===== config.mk =====
export PLATFORM = sky130hd
export DESIGN_NAME = program_loader
export DESIGN_NICKNAME = d
export VERILOG_FILES = /design/src/rtl/program_loader.sv
export SDC_FILE = /design/constraint.sdc
export NUM_CORES = 1
export LEC_CHECK = 0
export CORE_MARGIN = 1
export CORE_UTILIZATION = 50
export DETAILED_ROUTE_END_ITERATION = 10
export PLACE_DENSITY_LB_ADDON = 0.05
export SYNTH_ARGS = -nofsm -noshare
export SYNTH_HDL_FRONTEND = slang
export SYNTH_SLANG_ARGS = --single-unit
export TNS_END_PERCENT = 30

===== constraint.sdc =====
create_clock -name clk -period 4.55 [get_ports clk]
set_clock_uncertainty 0.15 [all_clocks]
set_input_delay 0.6825 -clock clk [delete_from_list [all_inputs] [get_ports clk]]
set_output_delay 0.6825 -clock clk [all_outputs]
set_load 0.02 [all_outputs]

===== src/rtl/program_loader.sv =====
// -----------------------------------------------------------------------------
// program_loader
//
// Turns a framed byte stream into the load-port writes of the pipelined MIPS
// core. A frame is:
//
//   CMD_LOAD, base address, entry count N (0 means 2^ADDR_W), then N entries.
//   Each entry is 4 instruction bytes followed by 4 data bytes, big-endian.
//
// Each entry ends in a one-cycle writeEnable strobe (WRITE), followed by one
// low cycle (GAP). The core writes on the rising edge of writeEnable, so every
// strobe needs a fresh low-to-high transition. CMD_RUN outside a frame raises
// `run` so the core's clock can be released.
//
// Ports
//   clk                 system clock, rising edge
//   rst                 synchronous, active-high reset
//   in_valid / in_data  byte stream; a byte moves when in_valid && in_ready
//   in_ready            low only in WRITE and GAP
//   instruction         assembled instruction word (registered)
//   instructionAddress  instruction memory index (registered)
//   data                assembled data word (registered)
//   dataAddress         data memory index, always equal to instructionAddress
//   writeEnable         one-cycle write strobe to the core
//   run                 core may execute
//   busy                a frame is in progress (any state but IDLE)
//   error               sticky protocol-violation flag, cleared only by rst
//   words_loaded        entries written since the last CMD_LOAD (saturating)
// -----------------------------------------------------------------------------
module program_loader #(
   parameter int          ADDR_W   = 7,
   parameter logic [7:0]  CMD_LOAD = 8'hA5,
   parameter logic [7:0]  CMD_RUN  = 8'h5A
) (
   input  logic              clk,
   input  logic              rst,
   input  logic              in_valid,
   input  logic [7:0]        in_data,
   output logic              in_ready,
   output logic [31:0]       instruction,
   output logic [ADDR_W-1:0] instructionAddress,
   output logic [31:0]       data,
   output logic [ADDR_W-1:0] dataAddress,
   output logic              writeEnable,
   output logic              run,
   output logic              busy,
   output logic              error,
   output logic [7:0]        words_loaded
);

   typedef enum logic [2:0] {
      IDLE,
      ADDR,
      COUNT,
      INSTR,
      DATA,
      WRITE,
      GAP
   } state_t;

   // A count byte of 0 stands for the full memory depth, so the remaining
   // counter needs one bit more than the address.
   localparam logic [ADDR_W:0] FULL_COUNT = {1'b1, {ADDR_W{1'b0}}};

   state_t            state;
   logic [1:0]        byte_idx;    // byte position within the current word
   logic [31:0]       instr_sr;    // instruction shift register
   logic [31:0]       data_sr;     // data shift register
   logic [ADDR_W-1:0] addr_cur;    // address of the entry being assembled
   logic [ADDR_W:0]   remaining;   // entries still to be written in this frame

   logic take;
   assign take = in_valid && in_ready;

   always_ff @(posedge clk) begin
      if (rst) begin
         state              <= IDLE;
         in_ready           <= 1'b1;
         busy               <= 1'b0;
         writeEnable        <= 1'b0;
         run                <= 1'b0;
         error              <= 1'b0;
         instruction        <= '0;
         data               <= '0;
         instructionAddress <= '0;
         dataAddress        <= '0;
         words_loaded       <= '0;
         byte_idx           <= '0;
         instr_sr           <= '0;
         data_sr            <= '0;
         addr_cur           <= '0;
         remaining          <= '0;
      end else begin
         // The strobe is raised only on the edge that enters WRITE, so it
         // falls again on the following edge.
         writeEnable <= 1'b0;

         case (state)
            IDLE: begin
               if (take) begin
                  if (in_data == CMD_LOAD) begin
                     run          <= 1'b0;
                     words_loaded <= '0;
                     busy         <= 1'b1;
                     state        <= ADDR;
                  end else if (in_data == CMD_RUN) begin
                     run <= 1'b1;
                  end else begin
                     error <= 1'b1;
                  end
               end
            end

            ADDR: begin
               if (take) begin
                  if (in_data[7]) begin
                     // Out-of-range base: abort the whole frame.
                     error <= 1'b1;
                     busy  <= 1'b0;
                     state <= IDLE;
                  end else begin
                     addr_cur <= in_data[ADDR_W-1:0];
                     state    <= COUNT;
                  end
               end
            end

            COUNT: begin
               if (take) begin
                  if (in_data == 8'd0)
                     remaining <= FULL_COUNT;
                  else
                     remaining <= in_data[ADDR_W:0];
                  byte_idx <= '0;
                  state    <= INSTR;
               end
            end

            INSTR: begin
               if (take) begin
                  instr_sr <= {instr_sr[23:0], in_data};
                  byte_idx <= byte_idx + 2'd1;
                  if (byte_idx == 2'd3)
                     state <= DATA;
               end
            end

            DATA: begin
               if (take) begin
                  data_sr  <= {data_sr[23:0], in_data};
                  byte_idx <= byte_idx + 2'd1;
                  if (byte_idx == 2'd3) begin
                     // Last payload byte: publish the entry directly. The
                     // final data byte is merged in here, not from data_sr.
                     instruction        <= instr_sr;
                     data               <= {data_sr[23:0], in_data};
                     instructionAddress <= addr_cur;
                     dataAddress        <= addr_cur;
                     addr_cur           <= addr_cur + 1'b1;   // wraps at 2^ADDR_W
                     remaining          <= remaining - 1'b1;
                     if (words_loaded != 8'hFF)
                        words_loaded <= words_loaded + 8'd1;
                     writeEnable        <= 1'b1;
                     in_ready           <= 1'b0;
                     state              <= WRITE;
                  end
               end
            end

            WRITE: begin
               state <= GAP;
            end

            GAP: begin
               in_ready <= 1'b1;
               if (remaining != '0) begin
                  state <= INSTR;
               end else begin
                  busy  <= 1'b0;
                  state <= IDLE;
               end
            end

            default: begin
               in_ready <= 1'b1;
               busy     <= 1'b0;
               state    <= IDLE;
            end
         endcase
      end
   end

endmodule


Word level (Yosys, flattened, before mapping)
Cells that the tools add are included.
{"block": "word_totals", "reg_bits": 160, "in_bits": 11, "output_inout_bits": 91}
{"block": "op_classes", "addsub": 4, "n_eq_ne": 25, "n_mux": 48, "bitwise": 4, "reduce_logical": 26}
{"op": "$mux 8", "count": 9}
{"op": "$pmux 8 s2", "count": 2}
{"op": "$mux 7", "count": 4}
{"op": "$ne 2x2->1 const B", "count": 14}
{"op": "$mux 3", "count": 8}
{"op": "$pmux 3 s7", "count": 1}
{"op": "$reduce_and 6->1", "count": 3}
{"op": "$mux 1", "count": 15}
{"op": "$pmux 7 s2", "count": 1}
{"op": "$reduce_and 3->1", "count": 4}
{"op": "$reduce_bool 2->1", "count": 6}
{"op": "$eq 3x3->1 const B", "count": 3}
{"op": "$add 8x1->8 const B", "count": 1}
{"op": "$eq 8x7->1 const B", "count": 1}
{"op": "$eq 8x8->1 const B", "count": 1}
{"op": "$logic_not 8->1", "count": 1}
{"op": "$mux 2", "count": 4}
{"op": "$ne 8x8->1 const B", "count": 1}
{"op": "$reduce_and 8->1", "count": 1}
{"op": "$reduce_bool 8->1", "count": 1}
{"op": "$sub 8x1->8 const B", "count": 1}
{"op": "$add 7x1->7 const B", "count": 1}
{"op": "$eq 3x2->1 const B", "count": 2}
{"op": "$reduce_and 5->1", "count": 1}
{"op": "16 further kinds", "count": 21}

Longest topological paths before layout
Gate-level depths: netlist (run 1).
{"block": "logic_depth", "ltp_word": 5, "mapped_depth": 8, "ltp_nobuf": 6}

Worst setup path before layout (run 1)
No wires, ideal clock.
{"block": "synth_path", "path_type": "input-to-reg", "from": "input in_data[1]", "to": "register words_loaded[3]", "setup_time_ps": 70, "arrival_ps": 2068, "t_required_ps": 4330, "slack_ps": 2263, "path_stages": 5, "n_path_buf": 0, "cell_sequence": "or4_4 nor4_4 o21ai_2 or3_1 a21oi_1"}
{"block": "synth_between", "elab_chain_cells": 3}
{"element": "from (decl)", "line": "38", "text": "input logic [7:0] in_data,"}
{"element": "$eq 8x8->1", "line": "101", "text": "if (in_data == CMD_LOAD) begin"}
{"element": "$ne 2x2->1 (no source line)"}
{"element": "$reduce_and 6->1 (no source line)"}
{"element": "to (signal assigned)", "line": "162", "text": "words_loaded <= words_loaded + 8'd1;"}
{"element": "to (decl)", "line": "48", "text": "output logic [7:0] words_loaded"}
No other way between the ends.
A chain may end at the register's enable or synchronous reset.

Final worst setup path (run 1)
{"block": "layout_path", "from": "input in_data[7]", "to": "register addr_cur[6]"}
{"block": "layout_between", "elab_chain_cells": 2}
{"element": "$ne 2x2->1 (no source line)"}
{"element": "$reduce_and 5->1 (no source line)"}
{"element": "to (signal assigned)", "line": "122", "text": "addr_cur <= in_data[ADDR_W-1:0];"}
{"element": "to (signal assigned)", "line": "159", "text": "addr_cur <= addr_cur + 1'b1;"}
{"element": "to (decl)", "line": "69", "text": "logic [ADDR_W-1:0] addr_cur;"}
No other way between the ends.

==> flow_metrics.tcl, run 1 <==
set metrics [dict create \
    start_kind "input port" \
    async_flop_share_pct 0 \
    synthTopCellsByArea "dfxtp_1, nand2_1, a21oi_1" \
    drive_above_1_share_pct 6.173 \
    grt_first_pass_wirelength_um 26010 \
    track_usage_pct 24.91 \
    wire_per_inst_um 14.97 \
    synth_top_cell_by_area "dfxtp_1" \
    synth_top_family_by_area "simple AND/OR/NAND/NOR gates" \
    synth_area_per_cell_um2 7.825 \
    place_hpwl_um 10180 \
    io_pins 102 \
    fill_cells 1127 \
    ys.flop_type "dfxtp_1" \
    synthAdderAreaFrac_pct 0.9821 \
    finalHoldViolCount 0 \
    fmax_mhz 350.6 \
    synth_edf_count 0 \
    powerDensity_mw_per_mm2 348.5 \
    setup_viol 0 \
    synthSimpleGateAreaFrac_pct 24.73 \
    die_h_um 114.9 \
    core.rowCount 40 \
    final_area_mm2 0.007883 \
    drt_iter0_markers 344 \
    whs_ns 0.3012 \
    start_util_pct 52.16 \
    period_needed_ns 2.852 \
    cp.required_ns 4.66 \
    first_global_vias 5352 \
    synthCells 814 \
    ys_warn_count 0 \
    end_kind "flip-flop" \
    synth-compound-area-share_pct 18.50 \
    synth_xor_area_share_pct 0.1375 \
    grt_antenna_before_repair 0 \
    cts.repair.resized 0 \
    clk_pin_slew_ns 0.06 \
    die_w_um 114.9 \
    worst_pin_slew_ns 0.9993 \
    leakagePower_uw 0.002510 \
    holdBufCountCts 0 \
    synthMuxAreaShare_pct 0.3143 \
    slew_violations 0 \
    cp.arrival_ns 2.97 \
    synth_area_mm2 0.006370 \
    totalNegativeSetupSlack_ns 0 \
    grt-ovfl-total 0 \
    routed_via_density 5.447 \
    numCtsBuffers 17 \
    ys_ff_latch 160 \
    hp-class "flip-flop to flip-flop" \
    ys_seq_area_share_pct 50.28 \
    irDropWorstVdd_mv 0.2164 \
    clk_latency_ns 0.42 \
    htreeDepth 4 \
    drv_cap 0 \
    post-synth-top-area-fraction_pct 50.28 \
    nNetsFinal 894 \
    dpl_cell_area_mm2 0.007346 \
    cts_setup_buffers 0 \
    die_area_mm2 0.01320 \
    fp.coreArea_mm2 0.01221 \
    worstPathMaxFanout 14 \
    timing.final.crit_share_pct 62.68 \
    drcViolationCount 0 \
    cts_sinks 160 \
    diodes 0 \
    num_vias 5768 \
    syn_to_final_growth_pct 23.75 \
    cts_root_buf "clkbuf_16" \
    cts_tree "built" \
    first_pass_iters 5 \
    status "completed" \
    syn_nets 830 \
    port_buffers 101 \
    wl_um 15850 \
    grt_max_degree 98 \
    synth_cell_types 58 \
    final_core_util_pct 64.55 \
    ant_nets 0 \
    clockBufferDepth 2 \
    rsz0062_at_grt "false" \
    crit_type "input port to flip-flop" \
    place.gp.congestion 0.8325 \
    relSlewSlack_pct 33.38 \
]
metrics by stage:
step                cells  setup slack, ns  power, µW
floorplan             814            2.263       1466
global placement     1027            1.368       1491
detailed placement   1027            1.311       1492
CTS                  1059            1.752       2764
global route         1059            1.558       2830
finish               1059            1.698       2747
cell usage after synthesis (all sizes together) (2+ instances only):
cell	count
o311ai	2
o21ai	22
nor4bb	2
nand4	4
dfxtp	160
a41oi	2
nand2b	4
and3	3
or3	3
ha	5
a211oi	7
buf	15
inv	3
nand3	9
or2	3
o31ai	3
and2	7
o21bai	5
nand2	276
a21oi	153
or3b	2
nor3b	3
nor3	5
a22oi	5
nand3b	5
clkbuf	48
mux2i	2
nor4	3
nor2	32
worst max-delay path: stages:
cell	delay (ns)
clkdlybuf4s50_1	0.62
or3b_2	0.54
a211oi_2	0.64
a21bo_2	0.29
a22oi_1	0.13
nor2_1	0.06
per-layer routing:
metal	GRT usage, %	wire, µm	part of all wire (%)	vias up
met5	0	0	0	-
met4	10.22	266	1.7	0
met3	4.428	910	5.7	23
met2	40.24	7551	48	184
met1	33.02	7126	45	2707
li1	-	-	-	2854
where the power goes:
part           switching, µW  leakage (µW)  internal, µW  total, µW
clock                    545      0.000257           740       1290
sequential             0.804       0.00129          1400       1400
combinational           43.4      0.000965          16.1       59.5
total                    589       0.00251          2160       2750
cell usage in the layout, fill, tap and decap left out, drive strengths merged, types with 4 or more instances in the layout:
cell           Yosys  routed
a211oi             7       7
a21oi            153     153
a22oi              5       5
and2               7       7
buf               15       9
clkbuf            48      24
clkdlybuf4s50      1     100
clkinv             0       4
dfxtp            160     160
ha                 5       5
inv                3       4
nand2            276     276
nand2b             4       4
nand3              9       9
nand3b             5       5
nand4              4       4
nor2              32      32
nor3               5       5
o21ai             22      22
o21bai             5       5
registers in the layout, summed over array words and instances, names as in the netlist:
register / flops
busy: 1
dataAddress: 7
state: 3
error: 1
addr_cur: 7
in_ready: 1
writeEnable: 1
run: 1
data: 32
data_sr: 24
instruction: 32
byte_idx: 2
remaining: 8
instr_sr: 32
words_loaded: 8
cells by family after synthesis:
group                    Yosys count
AND/OR/NAND/NOR                  367
AO/OA/AOI/OAI                    212
flip-flops                       160
buffers and inverters             67
adder cells (fa/ha/maj)            5
multiplexers                       2
XOR/XNOR                           1
path summary, 6_finish.rpt:
path	startpoint	endpoint	slack [ns]	cells past startpoint
setup / recovery	in_data[7]	addr_cur[6]$_SDFFE_PP0P_	1.70	6
setup reg to reg	state[2]$_SDFFE_PP0P_	data[21]$_SDFFE_PP0P_	1.75	5
hold reg to reg	instruction[14]$_SDFFE_PP0P_	instruction[14]$_SDFFE_PP0P_	0.30	2
hold / removal	instruction[14]$_SDFFE_PP0P_	instruction[14]$_SDFFE_PP0P_	0.30	2
area by class of cell:
| cell class | count | area, µm² | area share, % |
|---|---|---|---|
| clock inverter | 8 | 55.05 | 0.6984 |
| inverter | 3 | 11.26 | 0.1429 |
| sequential | 160 | 3203 | 40.63 |
| tap | 168 | 210.2 | 2.667 |
| multi-input combinational | 587 | 2853 | 36.19 |
| timing repair buffer | 109 | 1069 | 13.56 |
| clock buffer | 24 | 481.7 | 6.111 |
Power figures use the tool's default switching activity.
==> inputs of run 2 (changes only) <==
CORE_UTILIZATION = 48   (was 50)
clock period = 2.3 ns   (was 4.55 ns; I/O delays follow)
==> run 2 against run 1 <==
Non-clock buffer count is 33 higher. Final area grew 5.6%. Register-to-register slack got worse by 1.6 ns. Critical endpoint is now words_loaded[4]$_SDFFE_PP0P_. Power grew 110%. Critical path type unchanged.
==> flow_metrics.tcl, run 2 (synthesis gave the netlist of run 1 again) <==
set metrics [dict create \
    port_buffers 101 \
    relSlewSlack_pct 64.86 \
    drive_above_1_share_pct 9.751 \
    worstPathMaxFanout 6 \
    crit_type "input port to flip-flop" \
    worst_pin_slew_ns 0.5271 \
    ant_nets 0 \
    cts_tree "built" \
    min_path_cells 2 \
    die_h_um 117.2 \
    powerDensity_mw_per_mm2 691.3 \
    place_hpwl_um 11060 \
    drt_iter0_markers 455 \
    num_vias 5914 \
    final_cells 1095 \
    core.rowCount 41 \
    syn_to_final_growth_pct 30.62 \
    hold_end "words_loaded[0]$_SDFFE_PP0P_" \
    routed_via_density 5.401 \
    htreeDepth 4 \
    io_pins 102 \
    wl_um 16490 \
    wire_per_inst_um 15.06 \
    cp.required_ns 2.48 \
    final_cell_mix "nand2_1, dfxtp_1, a21oi_1" \
    hp-start "rst" \
    hp-class "input port to flip-flop" \
    start_kind "input port" \
    drv_cap 0 \
    cts_sinks 160 \
    fmax_mhz 465.4 \
    clk_latency_ns 0.42 \
    grt_antenna_before_repair 0 \
    cts_setup_buffers 0 \
    clockBufferDepth 2 \
    r2r-start "state[2]$_SDFFE_PP0P_" \
    clk_pin_slew_ns 0.06 \
    grt_max_degree 46 \
    multi_input_area_mm2 0.002853 \
    start_util_pct 49.87 \
    die_w_um 117.2 \
    seqCellArea_mm2 0.003203 \
    place.gp.congestion 0.8292 \
    fp.coreArea_mm2 0.01277 \
    status "completed" \
    r2r-end "remaining[2]$_SDFFE_PP0P_" \
    final_common_cell "nand2_1" \
    timing.final.crit_share_pct 93.41 \
    first_pass_iters 5 \
    numCtsBuffers 17 \
    grt-ovfl-total 0 \
    period_needed_ns 2.148 \
    leakagePower_uw 0.002746 \
    fill_cells 1116 \
    top_regs "data x32, instr_sr x32, instruction x32" \
    cp.arrival_ns 2.32 \
    post-place-cells 1064 \
    grt_first_pass_wirelength_um 26590 \
    holdBufCountCts 0 \
    nNetsFinal 927 \
    die_area_mm2 0.01373 \
    cts.repair.resized 0 \
    finalHoldViolCount 0 \
    totalNegativeSetupSlack_ns 0 \
    end_kind "flip-flop" \
    setup_viol 0 \
    reg2reg_slack_ns 0.18 \
    cts_root_buf "clkbuf_16" \
    diodes 0 \
    irDropWorstVdd_mv 0.4234 \
    track_usage_pct 25.13 \
    slew_violations 0 \
    drcViolationCount 0 \
    reg2regPathDepth 5 \
    rsz0062_at_grt "false" \
    first_global_vias 5496 \
]
run 2: cell types whose count changed in the layout (fill, tap and decap cells not counted):
| cell | delta |
|---|---|
| buf_4 | +23 |
| buf_12 | +10 |
| clkbuf_1 | -3 |
| clkinv_4 | +3 |
| clkinvlp_4 | -3 |
| bufinv_16 | +2 |
| clkinv_2 | -2 |
| inv_6 | +2 |
run 2: worst max path at each step:
stage | slack, ns | cells past startpoint | start | to
4_1_cts | 0.18 | 7 | in_data[4] | words_loaded[4]$_SDFFE_PP0P_
2_1_floorplan | 0.35 | 5 | in_data[1] | words_loaded[3]$_SDFFE_PP0P_
6_report | 0.15 | 7 | in_data[4] | words_loaded[4]$_SDFFE_PP0P_
3_3_place_gp | -0.25 | 7 | in_data[4] | words_loaded[3]$_SDFFE_PP0P_
3_5_place_dp | -0.26 | 7 | in_data[4] | words_loaded[3]$_SDFFE_PP0P_
5_1_grt | 0.04 | 5 | state[2]$_SDFFE_PP0P_ | data_sr[12]$_SDFFE_PP0P_
run 2: cell type report:
class	instances	area share (%)
flip-flops and latches	160	38.50
multi-input cells	587	34.29
repair buffers	142	17.32
clock buffers	21	5.654
well taps	172	2.586
clock inverters	10	1.519
inverters	3	0.1353
run 2: worst max-delay path: stages:
cell and delay (ns):
clkdlybuf4s50_1 0.48, or4_4 0.57, nor4_4 0.23, buf_4 0.18
or2_2 0.15, a41oi_1 0.13, a211oi_1 0.23
run 2: per-layer routing:
layer / global-route usage [%] / part of all wire, % / vias up
li1: - / - / 2919
met1: 32.92 / 45 / 2815
met2: 40.47 / 48 / 159
met3: 5.767 / 5.8 / 21
met4: 9.198 / 1.5 / 0
met5: 0 / 0 / -
run 2: per-stage QoR:
stage	setup WS, ns	hold slack, ns	power, µW	utilization (%)	area [µm²]
floorplan	0.3502	0.2821	2900	-	6370
global placement	-0.2458	0.2919	2982	60.47	7724
detailed placement	-0.2586	0.2968	2984	60.47	7724
CTS	0.1753	0.2317	5808	65.14	8320
global route	0.03977	0.2471	5942	65.14	8320
finish	0.1515	0.2462	5752	65.14	8320
run 2: power breakdown:
part	internal [µW]	leakage, µW	switching (µW)	total, µW
registers	2770	0.00129	1.91	2770
logic	55.4	0.00116	94.0	149
clock network	1700	0.000294	1130	2830
total	4520	0.00275	1230	5750
